## src/rtl/audio_adc_capture_pkg.sv

```systemverilog
// audio_pkg: shared constants and types for the ADC capture path.
// Holds the sample width, register map addresses, CTRL/STATUS bit
// positions, channel select encodings and the deserializer state type.
package audio_pkg;

    localparam int SAMPLE_W = 16;

    localparam logic ADDR_DATA = 1'b0;
    localparam logic ADDR_CTRL = 1'b1;

    // CTRL (write) bit positions
    localparam int CTRL_EN       = 0;
    localparam int CTRL_CLR_OVF  = 1;
    localparam int CTRL_FLUSH    = 2;
    localparam int CTRL_CHSEL_LO = 4;
    localparam int CTRL_THR_LO   = 8;
    localparam int CTRL_THR_W    = 5;

    // STATUS (read) bit positions
    localparam int ST_OVF      = 15;
    localparam int ST_EN       = 14;
    localparam int ST_CHSEL_LO = 12;
    localparam int ST_IRQ      = 11;
    localparam int ST_CNT_W    = 5;

    localparam logic [1:0] CH_NONE  = 2'b00;
    localparam logic [1:0] CH_LEFT  = 2'b01;
    localparam logic [1:0] CH_RIGHT = 2'b10;
    localparam logic [1:0] CH_BOTH  = 2'b11;

    typedef enum logic [1:0] {IDLE, DELAY, SHIFT, DONE} cap_state_t;

endpackage

```

## src/rtl/audio_adc_capture_if.sv

```systemverilog
// Avalon-MM slave bundle for the ADC capture block.
//   chipselect/read/write/address/writedata : host -> block
//   readdata (latency 1), irq               : block -> host
interface audio_adc_capture_if;
    import audio_pkg::*;

    logic                chipselect;
    logic                read;
    logic                write;
    logic                address;
    logic [SAMPLE_W-1:0] writedata;
    logic [SAMPLE_W-1:0] readdata;
    logic                irq;

    modport master (output chipselect, read, write, address, writedata,
                    input  readdata, irq);
    modport slave  (input  chipselect, read, write, address, writedata,
                    output readdata, irq);
endinterface

```

## src/rtl/audio_adc_capture_sync_fifo.sv

```systemverilog
// sync_fifo: single-clock first-word-fall-through FIFO.
//   clk, resetn      : clock, async active-low reset
//   push/din         : write; dropped when full unless a pop happens too
//   pop              : removes head; ignored when empty
//   flush            : empties the FIFO, overrides push/pop
//   dout             : current head (valid when !empty)
//   count/full/empty : occupancy
module sync_fifo #(
    parameter int WIDTH = 16,
    parameter int DEPTH = 16,
    localparam int AW = $clog2(DEPTH),
    localparam int CW = AW + 1
) (
    input  logic             clk,
    input  logic             resetn,
    input  logic             push,
    input  logic             pop,
    input  logic             flush,
    input  logic [WIDTH-1:0] din,
    output logic [WIDTH-1:0] dout,
    output logic [CW-1:0]    count,
    output logic             full,
    output logic             empty
);
    logic [WIDTH-1:0] mem [DEPTH];
    logic [AW-1:0]    wr_ptr, rd_ptr;
    logic             do_push, do_pop;

    assign full    = (count == CW'(DEPTH));
    assign empty   = (count == '0);
    assign do_pop  = pop && !empty;
    // A simultaneous pop frees the slot, so a full FIFO still accepts.
    assign do_push = push && (!full || do_pop);
    assign dout    = mem[rd_ptr];

    always_ff @(posedge clk or negedge resetn) begin
        if (!resetn) begin
            wr_ptr <= '0;
            rd_ptr <= '0;
            count  <= '0;
        end else if (flush) begin
            wr_ptr <= '0;
            rd_ptr <= '0;
            count  <= '0;
        end else begin
            if (do_push) wr_ptr <= wr_ptr + 1'b1;
            if (do_pop)  rd_ptr <= rd_ptr + 1'b1;
            count <= count + CW'(do_push) - CW'(do_pop);
        end
    end

    always_ff @(posedge clk) begin
        if (do_push && !flush) mem[wr_ptr] <= din;
    end
endmodule

```

## src/rtl/audio_adc_capture.sv

```systemverilog
// audio_adc_capture: I2S receive path for the codec ADC.
//   clk, resetn        : system clock (>= 4x BCLK), async active-low reset
//   avs (slave)        : Avalon-MM regs, addr 0 = DATA (pop), 1 = CTRL/STATUS
//   adc_bclk/lrck/dat  : asynchronous codec pins
// Samples are deserialized MSB-first, filtered by channel select and
// buffered in a FIFO; irq is a level when count >= threshold.
module audio_adc_capture
    import audio_pkg::*;
#(
    parameter int DEPTH = 16
) (
    input  logic                clk,
    input  logic                resetn,
    audio_adc_capture_if.slave  avs,
    input  logic                adc_bclk,
    input  logic                adc_lrck,
    input  logic                adc_dat
);
    localparam int CW  = $clog2(DEPTH) + 1;
    localparam int BCW = $clog2(SAMPLE_W);

    // Reset: assert immediately, release on a clk edge.
    logic [1:0] rst_pipe;
    logic       rst_n;
    always_ff @(posedge clk or negedge resetn) begin
        if (!resetn) rst_pipe <= '0;
        else         rst_pipe <= {rst_pipe[0], 1'b1};
    end
    assign rst_n = rst_pipe[1];

    // Pin synchronizers; the third flop on bclk/lrck gives edge detection.
    logic [2:0] bclk_q, lrck_q;
    logic [1:0] dat_q;
    always_ff @(posedge clk or negedge rst_n) begin
        if (!rst_n) begin
            bclk_q <= '0;
            lrck_q <= '0;
            dat_q  <= '0;
        end else begin
            bclk_q <= {bclk_q[1:0], adc_bclk};
            lrck_q <= {lrck_q[1:0], adc_lrck};
            dat_q  <= {dat_q[0], adc_dat};
        end
    end

    logic bclk_rise, lr_edge;
    assign bclk_rise = bclk_q[1] && !bclk_q[2];
    // LRCK moves on a BCLK fall, so its edge is seen before the delay bit's rise.
    assign lr_edge   = lrck_q[1] ^ lrck_q[2];

    // Register file state
    logic                  enable, ovf, irq_q;
    logic [1:0]            chsel;
    logic [CTRL_THR_W-1:0] thr;
    logic [SAMPLE_W-1:0]   readdata_q, status;

    // Deserializer
    cap_state_t          state;
    logic [SAMPLE_W-1:0] sreg;
    logic [BCW-1:0]      bitcnt;
    logic                ch_right, push_req;

    always_ff @(posedge clk or negedge rst_n) begin
        if (!rst_n) begin
            state    <= IDLE;
            sreg     <= '0;
            bitcnt   <= '0;
            ch_right <= 1'b0;
            push_req <= 1'b0;
        end else begin
            push_req <= 1'b0;
            if (!enable) begin
                state <= IDLE;
            end else begin
                case (state)
                    IDLE, DONE: if (lr_edge) begin
                        state    <= DELAY;
                        ch_right <= lrck_q[1];
                    end
                    DELAY: if (lr_edge) begin
                        ch_right <= lrck_q[1];
                    end else if (bclk_rise) begin
                        state  <= SHIFT;
                        bitcnt <= '0;
                    end
                    SHIFT: if (lr_edge) begin
                        // short frame: drop partial word, resync on new channel
                        state    <= DELAY;
                        ch_right <= lrck_q[1];
                    end else if (bclk_rise) begin
                        sreg   <= {sreg[SAMPLE_W-2:0], dat_q[1]};
                        bitcnt <= bitcnt + 1'b1;
                        if (bitcnt == BCW'(SAMPLE_W - 1)) begin
                            state    <= DONE;
                            push_req <= ch_right ? chsel[1] : chsel[0];
                        end
                    end
                    default: state <= IDLE;
                endcase
            end
        end
    end

    // FIFO and bus decode
    logic                fifo_pop, fifo_flush, fifo_full, fifo_empty, ctrl_wr;
    logic [SAMPLE_W-1:0] fifo_dout;
    logic [CW-1:0]       fifo_count;

    assign ctrl_wr    = avs.chipselect && avs.write && (avs.address == ADDR_CTRL);
    assign fifo_flush = ctrl_wr && avs.writedata[CTRL_FLUSH];
    assign fifo_pop   = avs.chipselect && avs.read && (avs.address == ADDR_DATA);

    sync_fifo #(.WIDTH(SAMPLE_W), .DEPTH(DEPTH)) u_fifo (
        .clk    (clk),
        .resetn (rst_n),
        .push   (push_req),
        .pop    (fifo_pop),
        .flush  (fifo_flush),
        .din    (sreg),
        .dout   (fifo_dout),
        .count  (fifo_count),
        .full   (fifo_full),
        .empty  (fifo_empty)
    );

    always_comb begin
        status                         = '0;
        status[ST_OVF]                 = ovf;
        status[ST_EN]                  = enable;
        status[ST_CHSEL_LO +: 2]       = chsel;
        status[ST_IRQ]                 = irq_q;
        status[ST_CNT_W-1:0]           = ST_CNT_W'(fifo_count);
    end

    always_ff @(posedge clk or negedge rst_n) begin
        if (!rst_n) begin
            enable     <= 1'b0;
            chsel      <= CH_BOTH;
            thr        <= '0;
            ovf        <= 1'b0;
            irq_q      <= 1'b0;
            readdata_q <= '0;
        end else begin
            if (ctrl_wr) begin
                enable <= avs.writedata[CTRL_EN];
                chsel  <= avs.writedata[CTRL_CHSEL_LO +: 2];
                thr    <= avs.writedata[CTRL_THR_LO +: CTRL_THR_W];
            end
            // a dropped sample wins over a same-cycle clear so it is never lost
            if (push_req && fifo_full && !fifo_pop && !fifo_flush)
                ovf <= 1'b1;
            else if (ctrl_wr && avs.writedata[CTRL_CLR_OVF])
                ovf <= 1'b0;
            if (avs.chipselect && avs.read) begin
                if (avs.address == ADDR_DATA)
                    readdata_q <= fifo_empty ? '0 : fifo_dout;
                else
                    readdata_q <= status;
            end
            irq_q <= enable && (thr != '0) && (32'(fifo_count) >= 32'(thr));
        end
    end

    assign avs.readdata = readdata_q;
    assign avs.irq      = irq_q;

    logic unused_wd;
    assign unused_wd = &{1'b0, avs.writedata[SAMPLE_W-1:13], avs.writedata[7:6],
                         avs.writedata[3]};
endmodule

```

## src/flat_wrapper.sv

```systemverilog
// flat-port wrapper written by rule: the top's interface ports become plain ports
module audio_adc_capture_flat import audio_pkg::*;
#(
    parameter int DEPTH = 16
)
  (clk, resetn, adc_bclk, adc_lrck, adc_dat, avs_chipselect, avs_read, avs_write, avs_address, avs_writedata, avs_readdata, avs_irq);
  audio_adc_capture_if avs_i ();
  input  logic clk;
  input  logic resetn;
  input  logic adc_bclk;
  input  logic adc_lrck;
  input  logic adc_dat;
  input wire logic [$bits(avs_i.chipselect)-1:0] avs_chipselect;
  input wire logic [$bits(avs_i.read)-1:0] avs_read;
  input wire logic [$bits(avs_i.write)-1:0] avs_write;
  input wire logic [$bits(avs_i.address)-1:0] avs_address;
  input wire logic [$bits(avs_i.writedata)-1:0] avs_writedata;
  output wire logic [$bits(avs_i.readdata)-1:0] avs_readdata;
  output wire logic [$bits(avs_i.irq)-1:0] avs_irq;
  assign avs_i.chipselect = avs_chipselect;
  assign avs_i.read = avs_read;
  assign avs_i.write = avs_write;
  assign avs_i.address = avs_address;
  assign avs_i.writedata = avs_writedata;
  assign avs_readdata = avs_i.readdata;
  assign avs_irq = avs_i.irq;
  audio_adc_capture #(.DEPTH(DEPTH)) u_core (.clk(clk), .resetn(resetn), .avs(avs_i), .adc_bclk(adc_bclk), .adc_lrck(adc_lrck), .adc_dat(adc_dat));
endmodule
```

## config.mk

```make
export PLATFORM = sky130hd
export DESIGN_NAME = audio_adc_capture_flat
export DESIGN_NICKNAME = d
export VERILOG_FILES = /design/src/rtl/audio_adc_capture_pkg.sv /design/src/rtl/audio_adc_capture_if.sv /design/src/rtl/audio_adc_capture_sync_fifo.sv /design/src/rtl/audio_adc_capture.sv /design/src/flat_wrapper.sv
export SDC_FILE = /design/constraint.sdc
export NUM_CORES = 1
export LEC_CHECK = 0
export CAP_MARGIN = 20
export CORE_ASPECT_RATIO = 1.25
export CORE_MARGIN = 8
export CORE_UTILIZATION = 60
export CTS_CLUSTER_SIZE = 16
export DETAILED_ROUTE_END_ITERATION = 6
export PLACE_DENSITY = 0.85
export SYNTH_ARGS = -nofsm -noshare
export SYNTH_HDL_FRONTEND = slang
export SYNTH_SLANG_ARGS = --single-unit
export TNS_END_PERCENT = 20
```

## constraint.sdc

```tcl
create_clock -name clk -period 5.1 [get_ports clk]
set_input_delay 0.765 -clock clk [delete_from_list [all_inputs] [get_ports clk]]
set_output_delay 0.765 -clock clk [all_outputs]
set_load 0.1 [all_outputs]
```

### Yosys cells after proc, flatten, opt, wreduce, memory -nomap -nowiden

Memory sizes are Yosys's and may differ from the RTL's.
Cells that the tools add are included.

| storage, ports and cells | value |
|---|---|
| register bits | 73 |
| memory bits (writable) | 256 |
| bits of input ports | 25 |
| output and inout bits | 17 |
| memories | 1 |

Memory list:

| memory | words | width | rd ports | clocked after Yosys merged registers in | wr ports | line | source |
|---|---|---|---|---|---|---|---|
| u_core.u_fifo.mem | 16 | 16 | 1 | 0 | 1 | audio_adc_capture_sync_fifo.sv:25 | `logic [WIDTH-1:0] mem [DEPTH];` |

| operators by class | value |
|---|---|
| $add $sub $neg | 5 |
| magnitude comparators | 1 |
| equality and inequality tests | 15 |
| mux-type cells | 32 |
| bitwise logic cells | 3 |
| reductions and logical operators | 34 |

Operators with widths:

| operator | number |
|---|---|
| 2-to-1 mux 16 bit | 2 |
| 2-to-1 mux 4 bit | 8 |
| logical AND 1 bit | 15 |
| 2-to-1 mux 2 bit | 7 |
| adder 4 x 1 -> 4 bit (second input constant) | 3 |
| 2-to-1 mux 1 bit | 12 |
| one-hot mux 4 bit (2 select lines) | 1 |
| nonzero test 2 bit | 4 |
| inequality test 2 x 1 -> 1 bit (second input constant) | 3 |
| inequality test 3 x 2 -> 1 bit (second input constant) | 2 |
| one-hot mux 2 bit (3 select lines) | 1 |
| AND reduction 6 bit | 1 |
| adder 5 x 1 -> 5 bit | 1 |
| == test 5 bit (second input constant) | 1 |
| greater-or-equal comparator 5 bit | 1 |
| zero test 1 bit | 5 |
| zero test 5 bit | 1 |
| 2-to-1 mux 5 bit | 1 |
| AND reduction 5 bit | 1 |
| nonzero test 5 bit | 1 |
| subtractor 5 x 1 -> 5 bit | 1 |
| == test 2 bit (second input constant) | 2 |
| == test 4 bit (second input constant) | 1 |
| inequality test 2 bit (second input constant) | 2 |
| 12 further kinds | 13 |

### Logic depth before layout (Yosys ltp)

| logic depth | value |
|---|---|
| depth in word-level cells | 8 |
| gate-level depth with buffers | 15 |

### Hierarchy

From an unflattened synthesis, not the netlist that was laid out.

| unflattened totals | value |
|---|---|
| cells, all modules | 780 |
| area total of the unflattened synthesis | 13516.7 um^2 |

Modules (own cells, without submodules):

| module | instances | cells each | area each (um^2) | sequential area each (um^2) |
|---|---|---|---|---|
| sync_fifo | 1 | 566 | 10956.8 | 8012.7 |
| audio_adc_capture | 1 | 214 | 2560.0 | 1503.9 |

### Worst setup path before layout

Ideal clock, no wire load.

| timing | value |
|---|---|
| kind | input-to-reg |
| from | in avs_read |
| to | reg u_core.u_fifo.count[4] |
| setup time | 0.077 ns |
| arrival | 2.742 ns |
| path slack | 2.280 ns |
| cell stages on the path | 13 |
| path buffers | 0 |
| cells stage by stage | nand2_1 -> o211ai_2 -> nand2_1 -> ha_1 -> inv_1 -> ha_1 -> inv_1 -> fa_1 -> inv_1 -> a21oi_1 -> nor2_1 -> or3_1 -> a21oi_1 |

| on the way | value |
|---|---|
| longest elaborated chain between the ends | 8 |

Ends and longest elaborated chain:

| element | line | source |
|---|---|---|
| start: declaration | flat_wrapper.sv:14 | `input wire logic [$bits(avs_i.read)-1:0] avs_read;` |
| logical AND 1 bit (*) (2 in a row) | audio_adc_capture.sv:111 | `assign fifo_pop = avs.chipselect && avs.read && (avs.address == ADDR_DATA);` |
| logical AND 1 bit (*) | audio_adc_capture_sync_fifo.sv:31 | `assign do_pop = pop && !empty;` |
| logical OR 1 bit | audio_adc_capture_sync_fifo.sv:33 | `assign do_push = push && (!full \|\| do_pop);` |
| logical AND 1 bit | audio_adc_capture_sync_fifo.sv:33 |  |
| adder 5 x 1 -> 5 bit | audio_adc_capture_sync_fifo.sv:48 | `count <= count + CW'(do_push) - CW'(do_pop);` |
| subtractor 5 x 1 -> 5 bit (*) | audio_adc_capture_sync_fifo.sv:48 |  |
| 2-to-1 mux 5 bit (*) | audio_adc_capture_sync_fifo.sv:41 | `end else if (flush) begin` |
| end signal: assignment | audio_adc_capture_sync_fifo.sv:48 |  |
| end: declaration | audio_adc_capture_sync_fifo.sv:21 | `output logic [CW-1:0] count,` |

Every way passes the cells marked *; elsewhere a longest branch is shown, timed or not.
A chain may end at the register's enable or synchronous reset.

### Worst setup path after layout

| timing | value |
|---|---|
| from | in avs_address |
| to | mem u_core.u_fifo.mem[2][5], enable pin |

| on the way | value |
|---|---|
| longest elaborated chain between the ends | 8 |
| elaborated cells on any way between the ends | 11 |
| classes of those cells | mux: 2; bitwise: 1; reduce/logical: 8 |

Ends and longest elaborated chain:

| element | line | source |
|---|---|---|
| start: declaration | flat_wrapper.sv:16 | `input wire logic [$bits(avs_i.address)-1:0] avs_address;` |
| inverter 1 bit | audio_adc_capture.sv:111 |  |
| logical AND 1 bit | audio_adc_capture.sv:111 |  |
| logical AND 1 bit | audio_adc_capture_sync_fifo.sv:31 |  |
| logical OR 1 bit | audio_adc_capture_sync_fifo.sv:33 |  |
| logical AND 1 bit | audio_adc_capture_sync_fifo.sv:33 |  |
| logical AND 1 bit (*) | audio_adc_capture_sync_fifo.sv:53 | `if (do_push && !flush) mem[wr_ptr] <= din;` |
| 2-to-1 mux 1 bit (*) | audio_adc_capture_sync_fifo.sv:53 |  |
| 2-to-1 mux 1 bit (not written as such) (*) | audio_adc_capture_sync_fifo.sv:53 |  |
| end: declaration | audio_adc_capture_sync_fifo.sv:25 |  |

Marks and branches as above.

==> out/results.ini <==
[run_status]
status = finished, final reports clean

[detailed_routing]
drt-wirelength-per-cell_um = 27.9
avgViaCountPerCell = 6.65
drc_errors = 0
postRouteAntennaNets = 0
drt_iter0_markers = 916
routed_wl_um = 29700
vias = 7057
first_pass_iters = 6

[min_path]
hold_path_class = reg2reg
hold_depth = 0

[clock_network]
cts_resized = 0
cts_tree = yes
clock_sinks = 329
root_buffer = clkbuf_16
hold_buffers = 0
clock_path_buffers = 3
post_cts_buffers = 0
clock_latency_ns = 0.56
htree_levels = 1
cts.clk_slew.worst_paths_ns = 0.06
numCtsBuffers = 29

[sta]
finalCriticalPeriod_ns = 3.53
min_period_over_period_pct = 69.3
rsz0062_at_grt = false
worst_slew_margin_rel_pct = 25.6
setup_violations = 0
tightest_slew_ns = 1.12
final_hold_viol_count = 0
fin_skew_ns = 0.0129
slew_violations = 0
fmax_ghz = 0.283
setup_tns_ns = 0

[worst_setup_path]
end_kind = flop
path_class = in2reg
critPathRequiredTime_ns = 5.27
cp.depth = 6
cp_max_fo = 16
critPathLaunchType = input port
path_delay_family = simple AND/OR/NAND/NOR gates
max_stage_delay_ns = 0.87
path_cells = clkdlybuf4s50_1 -> and3_1 -> nand2_1 -> nand3_1 -> nor3_1 -> and2_1
path_buf_inv = 1
critPathSlowestCell = and2_1
worstRegToRegCells = 15
worstPathArrival_ns = 3.71

[synthesis]
ys.flop_type = edfxtp_1
synth_async_sr_flop_share_pct = 22.2
syn-cell-area_sq_um = 13100
netlist_instances = 717
synth-edff-count = 256
synthesis.nets = 762
avgSynthCellArea_sq_um = 18.2
seq_area_frac_synth_pct = 72.8
ys_seq_elements = 329
yosys_warnings = 0
synth.distinct_cells = 50

[layout]
diodes = 0
area_growth_pct = 12.2
seqCellArea_sq_um = 9520
n_fill_cell = 1274
nets = 805
multi_input_area_sq_um = 3310
drive_above_1_share_pct = 18.0

[placed_design]
port_buffers = 35
dp_hpwl_um = 16500
gp_congestion = 0.824

[grt]
overflow = 0
antenna_found_initial = 0
grt_pass1_vias = 7259
grt_use_total_pct = 22.2
grt_max_degree = 72
grt_pass1_wl_um = 45000

[power]
p_per_area_nw_per_um2 = 465
p_total_mw = 6.81
leakagePower_nw = 4.99
irDropWorstVdd_mv = 0.357

[run]
drv_cap = 0

[die]
std_cell_rows = 60
io_pins = 42
core_sq_um = 21500
die-height_um = 181
start_util_pct = 60.9
die_x_um = 148
fp.dieArea_sq_um = 26800

-- layout by cell type (no fill, tap or decap), drive strengths merged, types with 4 or more instances in the layout --
| cell type | n |
|---|---|
| xnor2 | 5 |
| mux2i | 8 |
| nand3 | 11 |
| and3 | 5 |
| nor2 | 25 |
| clkinv | 9 |
| o21ai | 15 |
| a222oi | 6 |
| mux2 | 30 |
| mux4 | 63 |
| nand2 | 56 |
| a221oi | 6 |
| dfrtp | 71 |
| edfxtp | 256 |
| xor2 | 5 |
| nor3 | 5 |
| and2 | 18 |
| clkbuf | 42 |
| ha | 19 |
| inv | 20 |
| clkdlybuf4s50 | 35 |
| nand2b | 4 |
| a22oi | 6 |
| a21oi | 19 |
| buf | 9 |
-- path summary, 6_finish.rpt --
path	start	end	slack (ns)
max	avs_address	u_core.u_fifo.mem[2][5]	1.57
min	u_core.rst_pipe[0]	u_core.rst_pipe[1]	0.35
max reg2reg	u_core.u_fifo.count[2]	u_core.u_fifo.count[4]	2.02
min reg2reg	u_core.rst_pipe[0]	u_core.rst_pipe[1]	0.35
max in group asynchronous	u_core.rst_pipe[1]	u_core.u_fifo.rd_ptr[0]	3.90
min in group asynchronous	resetn	u_core.rst_pipe[1]	0.37
-- cell usage after synthesis, types with 3 or more instances --
| cell type | count | share of area [%] |
|---|---|---|
| buf_2 | 17 | 0.65 |
| and2_1 | 18 | 0.86 |
| nor3_1 | 5 | 0.19 |
| a221oi_1 | 6 | 0.40 |
| xnor2_1 | 5 | 0.34 |
| nor2_1 | 25 | 0.72 |
| and3_1 | 5 | 0.24 |
| o21ai_0 | 14 | 0.54 |
| nand2b_1 | 4 | 0.19 |
| ha_1 | 19 | 1.8 |
| a21oi_1 | 19 | 0.73 |
| nand3_1 | 11 | 0.42 |
| nand2_1 | 56 | 1.6 |
| mux2_1 | 9 | 0.78 |
| edfxtp_1 | 256 | 59 |
| a222oi_1 | 6 | 0.46 |
| mux2i_1 | 8 | 0.61 |
| buf_6 | 4 | 0.34 |
| dfrtp_1 | 71 | 14 |
| or3_1 | 3 | 0.14 |
| mux4_1 | 4 | 0.80 |
| xor2_1 | 5 | 0.34 |
| clkbuf_1 | 9 | 0.26 |
| mux2_2 | 21 | 1.8 |
| a22oi_1 | 6 | 0.34 |
| inv_1 | 19 | 0.55 |
| nor2b_1 | 3 | 0.14 |
| mux4_2 | 59 | 10 |
-- layer usage --
layer | share of wire [%] | global-route usage, %
met5 | 0 | 0
met4 | 3.9 | 9.28
met3 | 7.7 | 3.33
met2 | 52 | 38.4
met1 | 36 | 27.3
-- registers in the layout, indices dropped and copies added (netlist names), 2 cells and up --
| name | count |
|---|---|
| u_core.dat_q | 2 |
| u_core.thr | 5 |
| u_core.u_fifo.wr_ptr | 4 |
| u_core.sreg | 16 |
| u_core.chsel | 2 |
| u_core.avs.readdata | 16 |
| u_core.rst_pipe | 2 |
| u_core.u_fifo.count | 5 |
| u_core.u_fifo.rd_ptr | 4 |
| u_core.bitcnt | 4 |
| u_core.lrck_q | 3 |
| u_core.state | 2 |
| u_core.bclk_q | 3 |
| u_core.u_fifo.mem | 256 |
-- where the power goes --
part | switching, mW | total [mW] | leakage [nW] | internal (mW)
Clock | 0.968 | 2.16 | 0.456 | 1.19
Combinational | 0.889 | 1.47 | 1.33 | 0.576
Sequential | 0.210 | 3.19 | 3.20 | 2.98
Total | 2.07 | 6.81 | 4.99 | 4.74
-- worst register-to-register path, stage by stage, from the launching register on --
cell	delay, ns
dfrtp_1	0.43
inv_1	0.11
ha_1	0.21
nor3b_1	0.35
o211ai_2	0.25
nand2_1	0.23
ha_1	0.26
inv_1	0.06
ha_1	0.15
inv_1	0.06
fa_1	0.43
inv_1	0.07
a21oi_1	0.06
nor2_1	0.10
or3_1	0.12
a21oi_1	0.06
-- area by class of cell --
class / instances / area share [%]
inverters: 19 / 0.487
multi-input cells: 337 / 22.6
clock buffers: 42 / 5.69
well taps: 279 / 2.38
flip-flops and latches: 329 / 65.0
clock inverters: 12 / 0.657
repair buffers: 44 / 3.21
-- per-stage QoR --
step | std cells | area (sq um) | worst slack (ns) | util, % | hold WS, ns
detailed placement | 1005 | 13600 | 1.20 | 63.6 | 0.336
CTS | 1059 | 14600 | 1.63 | 67.9 | 0.350
finish | 1062 | 14700 | 1.57 | 68.3 | 0.351
floorplan | 717 | 13100 | 2.28 | - | 0.331
global placement | 1005 | 13600 | 1.30 | 63.6 | 0.333
global route | 1062 | 14700 | 1.45 | 68.3 | 0.359
-- cells by family (layout without fill, tap and decap cells) --
family	count (synthesis)	after routing	synth area share (%)
DFF	329	329	72.8
and+or+nand+nor	144	144	5.35
muxes	101	101	14.2
AOI/OAI and AO/OA	61	61	3.08
buffers and inverters	51	117	1.89
adders and majority gates	20	20	1.97
xor gates and xnor gates	10	10	0.670
other	1	1	0.0287
(Power assumes the default switching activity.)
